[src/rtl/ddr3_read_training_tap_sweep.sv]
// ddr3_read_training_tap_sweep
//   Per-lane DQ read-training sequencer. It sweeps every IOD delay tap,
//   qualifies each tap with the eye-monitor EARLY/LATE flags, keeps the widest
//   contiguous passing window, then walks the delay line back to its centre.
//
// Ports
//   FAB_CLK, ARST                 fabric clock, async active-high reset
//   START                         one-cycle training request (ignored while BUSY)
//   BUSY, DONE, FAIL              status (DONE pulse, FAIL sticky until next START)
//   TAP_OUT                       delay-line tap as tracked by this block
//   EYE_START, EYE_WIDTH          best window, valid from DONE
//   DELAY_LINE_LOAD/MOVE/DIRECTION, EYE_MONITOR_CLEAR_FLAGS   controls to IOD
//   EYE_MONITOR_EARLY/LATE, DELAY_LINE_OUT_OF_RANGE          status from IOD
//
// Optional build macro
//   RT_PASS_COUNT_EN  adds PASS_COUNT: total passing taps seen in the sweep.
module ddr3_read_training_tap_sweep #(
  parameter int unsigned NUM_TAPS      = 128,
  parameter int unsigned TAP_W         = 7,
  parameter int unsigned SETTLE_CYCLES = 8,
  parameter int unsigned SAMPLE_CYCLES = 16,
  parameter int unsigned MIN_EYE       = 8
) (
  input  logic             FAB_CLK,
  input  logic             ARST,
  input  logic             START,
  output logic             BUSY,
  output logic             DONE,
  output logic             FAIL,
  output logic [TAP_W-1:0] TAP_OUT,
  output logic [TAP_W-1:0] EYE_START,
  output logic [TAP_W:0]   EYE_WIDTH,
  output logic             DELAY_LINE_LOAD,
  output logic             DELAY_LINE_MOVE,
  output logic             DELAY_LINE_DIRECTION,
  output logic             EYE_MONITOR_CLEAR_FLAGS,
  input  logic             EYE_MONITOR_EARLY,
  input  logic             EYE_MONITOR_LATE,
  input  logic             DELAY_LINE_OUT_OF_RANGE
`ifdef RT_PASS_COUNT_EN
  ,
  output logic [TAP_W:0]   PASS_COUNT
`endif
);

  localparam int unsigned LEN_W   = TAP_W + 1;
  localparam int unsigned CNT_MAX = (SETTLE_CYCLES > SAMPLE_CYCLES) ? SETTLE_CYCLES : SAMPLE_CYCLES;
  localparam int unsigned CNT_W   = (CNT_MAX > 1) ? $clog2(CNT_MAX) : 1;

  typedef enum logic [3:0] {
    IDLE, LOAD, CLEAR, SETTLE, SAMPLE, EVAL, STEP, CALC, CENTER, DONE_S, FAIL_S
  } state_t;

  state_t             state, state_n;
  logic [CNT_W-1:0]   cnt, cnt_n;
  logic               phase, phase_n;   // CENTER: 0 = pulse cycle, 1 = gap cycle
  logic               bad, bad_n;
  logic [TAP_W-1:0]   tap_n;
  logic [TAP_W-1:0]   cur_start, cur_start_n, best_start, best_start_n;
  logic [LEN_W-1:0]   cur_len, cur_len_n, best_len, best_len_n;
  logic [TAP_W-1:0]   centre, centre_n;
  logic               fail_n, dir_n;
  logic [TAP_W-1:0]   eye_start_n;
  logic [LEN_W-1:0]   eye_width_n;
  logic [LEN_W-1:0]   eval_len, centre_sum;
  logic [TAP_W-1:0]   eval_start;
`ifdef RT_PASS_COUNT_EN
  logic [LEN_W-1:0]   pass_n;
`endif

  // Next-state, datapath updates and output decode
  always_comb begin
    state_n      = state;
    cnt_n        = cnt;
    phase_n      = phase;
    bad_n        = bad;
    tap_n        = TAP_OUT;
    cur_start_n  = cur_start;
    cur_len_n    = cur_len;
    best_start_n = best_start;
    best_len_n   = best_len;
    centre_n     = centre;
    fail_n       = FAIL;
    dir_n        = DELAY_LINE_DIRECTION;
    eye_start_n  = EYE_START;
    eye_width_n  = EYE_WIDTH;
`ifdef RT_PASS_COUNT_EN
    pass_n       = PASS_COUNT;
`endif
    // Window bookkeeping for the tap just sampled; a failing tap closes the run
    eval_len   = bad ? '0 : cur_len + LEN_W'(1);
    eval_start = (!bad && cur_len == '0) ? TAP_OUT : cur_start;
    centre_sum = LEN_W'(best_start) + (best_len >> 1);

    case (state)
      IDLE: if (START) state_n = LOAD;
      LOAD: begin
        tap_n        = '0;
        cur_start_n  = '0;
        cur_len_n    = '0;
        best_start_n = '0;
        best_len_n   = '0;
`ifdef RT_PASS_COUNT_EN
        pass_n       = '0;
`endif
        state_n      = CLEAR;
      end
      CLEAR: begin
        bad_n   = 1'b0;
        cnt_n   = '0;
        state_n = SETTLE;
      end
      SETTLE: begin
        if (cnt == CNT_W'(SETTLE_CYCLES - 1)) begin
          cnt_n   = '0;
          state_n = SAMPLE;
        end else begin
          cnt_n = cnt + CNT_W'(1);
        end
      end
      SAMPLE: begin
        bad_n = bad | EYE_MONITOR_EARLY | EYE_MONITOR_LATE;
        if (cnt == CNT_W'(SAMPLE_CYCLES - 1)) begin
          cnt_n   = '0;
          state_n = EVAL;
        end else begin
          cnt_n = cnt + CNT_W'(1);
        end
      end
      EVAL: begin
        cur_len_n   = eval_len;
        cur_start_n = eval_start;
        // Strictly greater: on a tie the earlier window wins
        if (eval_len > best_len) begin
          best_len_n   = eval_len;
          best_start_n = eval_start;
        end
`ifdef RT_PASS_COUNT_EN
        if (!bad) pass_n = PASS_COUNT + LEN_W'(1);
`endif
        state_n = (TAP_OUT == TAP_W'(NUM_TAPS - 1)) ? CALC : STEP;
      end
      STEP: begin
        if (DELAY_LINE_OUT_OF_RANGE) begin
          state_n = FAIL_S;
        end else begin
          tap_n   = TAP_OUT + TAP_W'(1);
          state_n = CLEAR;
        end
      end
      CALC: begin
        centre_n = TAP_W'(centre_sum);
        phase_n  = 1'b0;
        if (best_len < LEN_W'(MIN_EYE))         state_n = FAIL_S;
        else if (TAP_W'(centre_sum) == TAP_OUT) state_n = DONE_S;
        else                                     state_n = CENTER;
      end
      CENTER: begin
        if (DELAY_LINE_OUT_OF_RANGE) begin
          state_n = FAIL_S;
        end else if (!phase) begin
          tap_n   = TAP_OUT - TAP_W'(1);
          phase_n = 1'b1;
        end else if (TAP_OUT == centre) begin
          state_n = DONE_S;
        end else begin
          phase_n = 1'b0;
        end
      end
      DONE_S:  state_n = IDLE;
      FAIL_S:  state_n = IDLE;
      default: state_n = IDLE;
    endcase

    // Direction changes only in non-MOVE cycles ahead of each move phase
    if (state_n == LOAD) begin
      fail_n = 1'b0;
      dir_n  = 1'b1;
    end
    if (state_n == CALC)   dir_n  = 1'b0;
    if (state_n == FAIL_S) fail_n = 1'b1;
    if (state_n == DONE_S) begin
      eye_start_n = best_start_n;
      eye_width_n = best_len_n;
    end
  end

  // State and registered outputs, decoded from the next state so each
  // control pulse lines up with the state it belongs to
  always_ff @(posedge FAB_CLK or posedge ARST) begin
    if (ARST) begin
      state                   <= IDLE;
      cnt                     <= '0;
      phase                   <= 1'b0;
      bad                     <= 1'b0;
      cur_start               <= '0;
      cur_len                 <= '0;
      best_start              <= '0;
      best_len                <= '0;
      centre                  <= '0;
      TAP_OUT                 <= '0;
      BUSY                    <= 1'b0;
      DONE                    <= 1'b0;
      FAIL                    <= 1'b0;
      EYE_START               <= '0;
      EYE_WIDTH               <= '0;
      DELAY_LINE_LOAD         <= 1'b0;
      DELAY_LINE_MOVE         <= 1'b0;
      DELAY_LINE_DIRECTION    <= 1'b0;
      EYE_MONITOR_CLEAR_FLAGS <= 1'b0;
`ifdef RT_PASS_COUNT_EN
      PASS_COUNT              <= '0;
`endif
    end else begin
      state                   <= state_n;
      cnt                     <= cnt_n;
      phase                   <= phase_n;
      bad                     <= bad_n;
      cur_start               <= cur_start_n;
      cur_len                 <= cur_len_n;
      best_start              <= best_start_n;
      best_len                <= best_len_n;
      centre                  <= centre_n;
      TAP_OUT                 <= tap_n;
      BUSY                    <= (state_n != IDLE);
      DONE                    <= (state_n == DONE_S);
      FAIL                    <= fail_n;
      EYE_START               <= eye_start_n;
      EYE_WIDTH               <= eye_width_n;
      DELAY_LINE_LOAD         <= (state_n == LOAD);
      DELAY_LINE_MOVE         <= (state_n == STEP) || (state_n == CENTER && !phase_n);
      DELAY_LINE_DIRECTION    <= dir_n;
      EYE_MONITOR_CLEAR_FLAGS <= (state_n == CLEAR);
`ifdef RT_PASS_COUNT_EN
      PASS_COUNT              <= pass_n;
`endif
    end
  end

endmodule

[config.mk]
export PLATFORM = sky130hd
export DESIGN_NAME = ddr3_read_training_tap_sweep
export DESIGN_NICKNAME = d
export VERILOG_FILES = /design/src/rtl/ddr3_read_training_tap_sweep.sv
export SDC_FILE = /design/constraint.sdc
export NUM_CORES = 1
export LEC_CHECK = 0
export BUFFER_PORTS_ARGS = -buffer_cell sky130_fd_sc_hd__clkbuf_2
export CAP_MARGIN = 20
export CORE_MARGIN = 2
export CORE_UTILIZATION = 54
export DETAILED_ROUTE_END_ITERATION = 7
export PLACE_DENSITY = 0.85
export SYNTH_ARGS = -nofsm -noshare
export SYNTH_HDL_FRONTEND = slang
export SYNTH_SLANG_ARGS = --single-unit
[constraint.sdc]
create_clock -name FAB_CLK -period 2.7 [get_ports FAB_CLK]
set_input_delay 0.54 -clock FAB_CLK [delete_from_list [all_inputs] [get_ports FAB_CLK]]
set_output_delay 0.54 -clock FAB_CLK [all_outputs]
set_load 0.01 [all_outputs]
==> results.json, run 1 <==
{
  "core_area_um2": 8090,
  "worst_slack_ns": -0.000118,
  "clkTransAtPathRegs_ns": 0.08,
  "period_minus_slack_ns": 2.70,
  "syn2layout_area_growth_pct": 22.1,
  "fill_cells": 586,
  "gp_congestion": 0.910,
  "cp-start-kind": "flop",
  "syn_avg_cell_area_um2": 10.4,
  "clk_path_buf_depth": 2,
  "routedWlPerCell_um": 18.5,
  "slew_headroom_pct": 52.5,
  "crit_family": "compound AO/OA/AOI/OAI gates",
  "syn_area_um2": 4440,
  "grt_pass1_wl_um": 17800,
  "overflow": 0,
  "nets": 527,
  "port_buffers": 34,
  "drc": 0,
  "vias_per_cell": 6.09,
  "drtPass1Iterations": 5,
  "ir_drop_uv": 293,
  "antenna_cells": 0,
  "critPathMaxStageDelay_ns": 0.43,
  "pwr-share-comb_pct": 24.8,
  "ys.flop_type": "dfrtp_1",
  "finClkSkew_ns": 0.0117,
  "initial_core_util_pct": 54.8,
  "stdcell_count": 606,
  "clockPowerShare_pct": 34.1,
  "cts_made_buffers": 9,
  "layout-drive-gt1-share_pct": 31.5,
  "grt_pass1_vias": 3555,
  "dp.cells": 579,
  "synth_enable_flop_cells": 0,
  "final_common_cell": "dfrtp_1",
  "final_max_slew_viol_count": 0,
  "synth_async_sr_flop_share_pct": 100,
  "clkLatencyLatePin_ns": 0.38,
  "ys_seq_area_share_pct": 42.9,
  "p_leak_nw": 2.70,
  "vias": 3691,
  "dieArea_um2": 8960,
  "synth_cells": 428,
  "hold_buffers": 0,
  "internal_power_w": 0.00212,
  "drt-initial-drc-count": 226,
  "power_density_nw_per_um2": 578,
  "hp-class": "in2async",
  "cp-end-kind": "flop",
  "hold_viol": 0,
  "cts_tree": "built",
  "htree_levels": 3,
  "path_cells": "inv_2 -> ha_1 -> nor2b_4 -> ha_1 -> nor2b_1 -> o211ai_1 -> a21oi_2 -> o211ai_1 -> buf_4 -> and3_4 -> mux2_2",
  "cp.arrival_ns": 3.01,
  "status": "finished with violations",
  "period_share_pct": 100,
  "cp_slowest_cell": "dfrtp_2",
  "swShare_pct": 32.3,
  "cts-root-buf": "clkbuf_8",
  "violations": "negative setup slack",
  "crit_type": "reg2reg",
  "critPathRequiredTime_ns": 3.01,
  "setup_viol": 1,
  "wl_um": 11200,
  "row_count": 33,
  "synthDistinctLibCells": 60,
  "postRouteAntennaNets": 0,
  "grt_max_degree": 77,
  "grt_use_total_pct": 26.2,
  "power_frac_seq_pct": 41.0,
  "ys_ff_latch": 76,
  "clkSinkCount": 76,
  "cap_violations": 0,
  "dp_slack_ns": -0.163,
  "ys_warn_count": 0,
  "crit_fanout": 6,
  "tightest_slew_ns": 0.712,
  "layout_common_cells": "dfrtp_1 (74), buf_4 (39), nand2_1 (37)",
  "clock.fmax_mhz": 370,
  "rrSetupSlack_ns": -0.0001,
  "cp.buffers_inverters": 2,
  "final_core_util_pct": 67.0,
  "post-dp-hpwl_um": 7570,
  "syn-num-nets": 458,
  "p_switching_w": 0.00101,
  "die_width_um": 94.7,
  "ioPinCount": 35,
  "setup_tns_ns": -0.000118,
  "antenna_found_initial": 0,
  "die_h_um": 94.7
}
## worst min-delay path, stage by stage
cell and delay (ns):
clkbuf_2 0.09, inv_2 0.06, buf_12 0.33
## state kept, by name, summed over array words and instances, names as in the netlist, 7 cells and up
signal	cells
centre	7
cur_start	7
EYE_WIDTH	8
EYE_START	7
best_start	7
best_len	8
TAP_OUT	7
cur_len	8
## kinds of logic after synthesis
family / synth area share [%]
flip-flops: 42.9
buffers and inverters: 4.17
AND/OR/NAND/NOR: 14.9
AO/OA/AOI/OAI: 16.7
multiplexers: 7.39
adder cells (fa/ha/maj): 7.10
XOR/XNOR: 6.88
## worst paths after layout
check | depth (start not counted) | end | startpoint
min reg2reg | 1 | cur_start[2] | cur_start[2]
max | 11 | EYE_START[1] | cur_len[0]
min in group FAB_CLK | 3 | DELAY_LINE_LOAD | START
max reg2reg | 11 | EYE_START[1] | cur_len[0]
max in group asynchronous | 3 | TAP_OUT[3] | ARST
min | 3 | cur_len[5] | ARST
## power by group through the flow
stage                     combinational (W)  sequential [W]  clock (W)
after floorplan                    0.000505         0.00128          0
after global placement             0.000680         0.00130          0
after detailed placement           0.000707         0.00130          0
after CTS                          0.000712         0.00128    0.00107
after global routing               0.000857         0.00130    0.00111
final                              0.000777         0.00128    0.00107
## layer usage
metal,global-route usage (%),share of wire (%),vias to the layer above
li1,-,-,1685
met1,35.0,43,1856
met2,42.3,48,123
met3,4.79,5.4,27
met4,10.6,2.8,0
met5,0,0,-
## area by class of cell
| class | instances | area, um^2 | area share [%] |
|---|---|---|---|
| Timing Repair Buffer | 76 | 523 | 9.65 |
| Clock buffer | 11 | 141 | 2.61 |
| Inverter | 22 | 82.6 | 1.52 |
| Multi-Input combinational cell | 312 | 2540 | 46.8 |
| Sequential cell | 76 | 1900 | 35.1 |
| Clock inverter | 4 | 97.6 | 1.80 |
| Tap cell | 105 | 131 | 2.42 |
## per-stage QoR
step | instance area (um^2) | power, W | hold slack (ns)
2_1_floorplan | 4440 | 0.00179 | 0.466
3_3_place_gp | 4870 | 0.00198 | 0.484
3_5_place_dp | 4870 | 0.00201 | 0.484
4_1_cts | 5180 | 0.00306 | 0.262
5_1_grt | 5420 | 0.00327 | 0.277
6_report | 5420 | 0.00313 | 0.231
## cells in the mapped netlist (4+ instances only)
cell	n	area, um^2
a21oi_1	20	100
mux2i_1	8	80.1
mux2_2	10	113
o21ai_0	14	70.1
a21o_1	13	97.6
o21bai_1	10	75.1
nand3_1	11	55.1
inv_1	22	82.6
mux2_4	9	135
nor2_1	21	78.8
nand4_1	8	50.1
and3_1	17	106
clkbuf_1	10	37.5
o211ai_1	4	30.0
nand2b_1	4	25.0
a31oi_1	5	31.3
xnor2_1	13	114
nor3_1	7	35.0
dfrtp_1	76	1900
ha_1	22	275
nand2_1	37	139
a22o_1	16	140
xor2_1	14	123
nor2b_1	5	31.3
## repair_timing
item / 4_1_cts / 5_1_grt
resized for setup: 2 / 42
endpoints found under the setup margin: 14 / 30
cloned: 0 / 1
pin swaps: 2 / 14
buffers inserted: 4 / 7
Note: power is estimated with default switching activity, not from simulation.
==> run 2, diff against run 1 <==
--- a/config.mk
+++ b/config.mk
@@ -5,9 +5,9 @@
 export SDC_FILE = /design/constraint.sdc
 export NUM_CORES = 1
 export LEC_CHECK = 0
-export BUFFER_PORTS_ARGS = -buffer_cell sky130_fd_sc_hd__clkbuf_2
+export BUFFER_PORTS_ARGS = -buffer_cell sky130_fd_sc_hd__buf_2
 export CAP_MARGIN = 20
-export CORE_MARGIN = 2
+export CORE_MARGIN = 5
 export CORE_UTILIZATION = 54
 export DETAILED_ROUTE_END_ITERATION = 7
 export PLACE_DENSITY = 0.85
==> run 2 against run 1 <==
Compared with the run above: the run now ends clean; routed wire length grew 2.4%; flip-flop and latch count is the same; via count shrank 0.76%; cell count shrank 0.50%; clock power is essentially flat; worst hold slack lost 0.0052 ns; clock skew grew 0.0030 ns; critical path type unchanged; largest cell class unchanged; largest power group unchanged.
==> results.json, run 2 (synthesis gave the netlist of run 1 again) <==
{
  "cp-startpoint": "best_start[0]",
  "antenna_found_initial": 0,
  "cp_slowest_cell": "dfrtp_1",
  "reg2reg_depth": 10,
  "multi_input_area_um2": 2550,
  "finClkSkew_ns": 0.0148,
  "rrSetupSlack_ns": 0.03,
  "swShare_pct": 31.8,
  "antenna_cells": 0,
  "clkSinkCount": 76,
  "crit_family": "adder cells",
  "layout_common_cells": "dfrtp_1 (76), buf_4 (37), nand2_1 (36)",
  "initial_core_util_pct": 54.8,
  "ir_drop_uv": 341,
  "dp_slack_ns": -0.166,
  "syn2layout_area_growth_pct": 21.5,
  "hp-class": "in2async",
  "final_max_slew_viol_count": 0,
  "dp.cells": 580,
  "critPathMaxStageDelay_ns": 0.41,
  "ioPinCount": 35,
  "die_width_um": 101,
  "hold_buffers": 0,
  "clkLatencyLatePin_ns": 0.37,
  "core_area_um2": 8090,
  "dieArea_um2": 10100,
  "nets": 524,
  "r2r_end": "EYE_START[0]",
  "p_leak_nw": 2.78,
  "drtPass1Iterations": 5,
  "cp.buffers_inverters": 2,
  "tightest_slew_ns": 0.741,
  "setup_tns_ns": 0,
  "rsz0062_at_grt": "true",
  "port_buffers": 34,
  "critPathRequiredTime_ns": 2.95,
  "timing.rr.start": "best_start[0]",
  "cts_tree": "built",
  "drt-initial-drc-count": 324,
  "cp-end-kind": "flop",
  "whs_ns": 0.226,
  "crit_end": "EYE_START[0]",
  "power_density_nw_per_um2": 580,
  "clockPowerShare_pct": 33.9,
  "internal_power_w": 0.00213,
  "vias": 3663,
  "clkTransAtPathRegs_ns": 0.09,
  "fin_area_um2": 5390,
  "cap_violations": 0,
  "gp_congestion": 0.911,
  "die_h_um": 101,
  "worst_slack_ns": 0.0268,
  "largestRegisters": "EYE_WIDTH x8, best_len x8, cur_len x8",
  "slew_headroom_pct": 50.6,
  "clk_path_buf_depth": 2,
  "cp.arrival_ns": 2.93,
  "stdcell_count": 603,
  "drc": 0,
  "vias_per_cell": 6.07,
  "cts_made_buffers": 9,
  "path_cells": "ha_2 -> fa_2 -> buf_4 -> xor2_2 -> xnor2_1 -> nand4_1 -> nor3_4 -> a31o_4 -> buf_12 -> mux2_4",
  "final_common_cell": "dfrtp_1",
  "hold_viol": 0,
  "setup_viol": 0,
  "htree_levels": 3,
  "pwr-share-comb_pct": 25.3,
  "overflow": 0,
  "post-dp-hpwl_um": 7850,
  "period_share_pct": 99.0,
  "grt_use_total_pct": 22.9,
  "layout-drive-gt1-share_pct": 29.5,
  "crit_type": "reg2reg",
  "row_count": 33,
  "cp-start-kind": "flop",
  "regArea_um2": 1900,
  "period_minus_slack_ns": 2.67,
  "postRouteAntennaNets": 0,
  "wl_um": 11500,
  "routedWlPerCell_um": 19.0,
  "clock.fmax_mhz": 374,
  "grt_pass1_wl_um": 18300,
  "crit_fanout": 8,
  "p_switching_w": 0.000994,
  "grt_max_degree": 30,
  "cts-root-buf": "clkbuf_8",
  "status": "finished, final reports clean",
  "fill_cells": 596,
  "path_depth": 10,
  "power_frac_seq_pct": 40.8,
  "detailed_place.area_um2": 4870,
  "grt_pass1_vias": 3739
}
[run 2: how the worst min path moves through the flow]
stage | to | slack [ns] | depth (start not counted)
4_1_cts | cur_len[3] | 0.24 | 2
6_report | cur_len[3] | 0.23 | 2
5_1_grt | cnt[0] | 0.29 | 2
3_5_place_dp | cur_start[2] | 0.48 | 1
2_1_floorplan | cur_start[0] | 0.47 | 1
3_3_place_gp | FAIL | 0.48 | 1
[run 2: repair_timing]
action,in CTS,in global routing
setup endpoints to repair,16,30
gates cloned,0,1
setup buffers,3,5
pin swaps,2,18
gates resized for setup,5,38
[run 2: metrics by stage]
step	util (%)	power (W)
6_report	66.6	0.00312
5_1_grt	66.6	0.00328
4_1_cts	63.9	0.00306
3_5_place_dp	60.2	0.00200
3_3_place_gp	60.2	0.00198
2_1_floorplan	-	0.00179
[run 2: layout make-up]
cell class,count,area share [%]
flip-flops and latches,76,35.3
multi-input cells,312,47.3
inverters,22,1.53
clock buffers,11,2.62
well taps,105,2.44
clock inverters,4,1.81
repair buffers,73,9.05
[run 2: power groups by stage]
stage	Clock, W	Combinational, W	Sequential [W]
floorplan	0	0.000505	0.00128
global placement	0	0.000687	0.00129
detailed placement	0	0.000708	0.00130
CTS	0.00107	0.000720	0.00127
global route	0.00112	0.000876	0.00128
finish	0.00106	0.000789	0.00128
[run 2: metal layers]
metal | track usage [%] | share of wire, % | vias to the layer above
met5 | 0 | 0 | -
met4 | 10.9 | 3.1 | 0
met3 | 3.94 | 6.6 | 30
met2 | 37.8 | 49 | 151
met1 | 29.2 | 41 | 1808
li1 | - | - | 1674
==> run 3, diff against run 2 <==
--- a/config.mk
+++ b/config.mk
@@ -10,7 +10,8 @@
 export CORE_MARGIN = 5
 export CORE_UTILIZATION = 54
 export DETAILED_ROUTE_END_ITERATION = 7
-export PLACE_DENSITY = 0.85
+export PLACE_DENSITY = 0.76
+export SLEW_MARGIN = 10
 export SYNTH_ARGS = -nofsm -noshare
 export SYNTH_HDL_FRONTEND = slang
 export SYNTH_SLANG_ARGS = --single-unit
==> run 3 against run 2 <==
Compared with the run above: via count decreased by 3.8%; highest routed layer unchanged; die area unchanged; worst setup slack lost 0.0092 ns.
==> results.json, run 3 (synthesis gave the netlist of run 1 again) <==
{
  "status": "finished, final reports clean",
  "rsz0062_at_grt": "true",
  "clkTransAtPathRegs_ns": 0.08,
  "initial_core_util_pct": 54.8,
  "postRouteAntennaNets": 0,
  "cp-end-kind": "flop",
  "syn2layout_area_growth_pct": 19.5,
  "htree_levels": 3,
  "final_max_slew_viol_count": 0,
  "cts_tree": "built",
  "setup_tns_ns": 0,
  "vias": 3522,
  "dp.cells": 582,
  "layout_common_cells": "dfrtp_1 (76), nand2_1 (37), buf_4 (37)",
  "drtPass1Iterations": 4,
  "die_h_um": 101,
  "drt-initial-drc-count": 167,
  "grt_pass1_vias": 3525,
  "nets": 525,
  "cts-root-buf": "clkbuf_8",
  "cp.arrival_ns": 2.93,
  "p_leak_nw": 2.74,
  "finClkSkew_ns": 0.00831,
  "critPathRequiredTime_ns": 2.94,
  "grt_use_total_pct": 21.7,
  "ioPinCount": 35,
  "routedWlPerCell_um": 17.5,
  "clkLatencyLatePin_ns": 0.36,
  "clk_path_buf_depth": 2,
  "grt_pass1_wl_um": 17200,
  "period_share_pct": 99.3,
  "largestRegisters": "EYE_WIDTH x8, best_len x8, cur_len x8",
  "cts_made_buffers": 9,
  "power_density_nw_per_um2": 580,
  "cp-start-kind": "flop",
  "port_buffers": 34,
  "setup_viol": 0,
  "hold_buffers": 0,
  "overflow": 0,
  "crit_fanout": 12,
  "worst_slack_ns": 0.0176,
  "vias_per_cell": 5.82,
  "post-dp-hpwl_um": 7390,
  "clkSinkCount": 76,
  "crit_type": "reg2reg",
  "antenna_cells": 0,
  "dieArea_um2": 10100,
  "period_minus_slack_ns": 2.68,
  "core_area_um2": 8090,
  "clock.fmax_mhz": 373,
  "hp-class": "in2async",
  "slew_headroom_pct": 53.2,
  "fill_cells": 654,
  "stdcell_count": 605,
  "row_count": 33,
  "timing.rr.start": "cur_len[0]",
  "antenna_found_initial": 0,
  "ir_drop_uv": 279,
  "die_width_um": 101,
  "hold_viol": 0,
  "final_common_cell": "dfrtp_1",
  "layout-drive-gt1-share_pct": 27.4,
  "cp-startpoint": "cur_len[0]",
  "drc": 0,
  "cap_violations": 0,
  "wl_um": 10600,
  "grt_max_degree": 77,
  "gp_congestion": 0.869,
  "dp_slack_ns": -0.141,
  "tightest_slew_ns": 0.702
}
-- run 3: changes by cell type in the layout (fill, tap and decap cells not counted), sizes merged --
cell and change:
buf +1, clkbuf -1, clkinv +1, inv +1
-- run 3: what timing repair did --
item / 4_1_cts / 5_1_grt
pin swaps: 4 / 6
buffers inserted: 4 / 2
resized for setup: 5 / 15
endpoints found under the setup margin: 14 / 28
hold endpoints to repair: 0 / 0
cloned: 1 / 0
-- run 3: power by group --
part | switching, W | internal, W | total [W]
sequential | 0.0000703 | 0.00121 | 0.00128
clock | 0.000447 | 0.000616 | 0.00106
combinational | 0.000470 | 0.000271 | 0.000741
-- run 3: worst max-delay path: stages, from the launching register on --
cell and delay, ns:
dfrtp_1 0.42, ha_1 0.25, nand3_1 0.12, xor2_1 0.17, nor2_1 0.08, ha_1 0.31, nand4_1 0.18, a21oi_2 0.26
o211ai_1 0.14, buf_4 0.19, and3_1 0.19, mux2_2 0.26
-- run 3: metal layers --
metal	track usage, %	share of wire [%]	wire (um)
met1	29.4	45	4810
met2	35.4	48	5100
met3	3.18	4.6	487
met4	7.88	2.1	219
met5	0	0	0
-- run 3: worst paths after layout --
check	endpoint	slack, ns	depth (start not counted)
worst max-delay path	EYE_START[4]	0.02	11
worst min-delay path	cur_len[7]	0.24	3
worst max register to register	EYE_START[4]	0.02	11
worst min register to register	FAIL	0.49	1
max in group asynchronous	cnt[3]	2.12	3
min in group FAB_CLK	DELAY_LINE_LOAD	0.48	3
-- run 3: cell type report --
class / count / area (um^2) / area share (%)
Multi-Input combinational cell: 312 / 2430 / 45.9
Sequential cell: 76 / 1900 / 35.8
Timing Repair Buffer: 74 / 515 / 9.72
Tap cell: 105 / 131 / 2.48
Clock buffer: 10 / 128 / 2.41
Clock inverter: 6 / 111 / 2.10
Inverter: 22 / 82.6 / 1.56
-- run 3: metrics by stage --
step	instance area, um^2	power [W]	util [%]	hold WS (ns)
global route	5310	0.00322	65.6	0.298
floorplan	4440	0.00179	-	0.466
finish	5310	0.00308	65.6	0.238
CTS	5220	0.00307	64.5	0.271
detailed placement	4900	0.00201	60.5	0.480
global placement	4900	0.00200	60.5	0.481
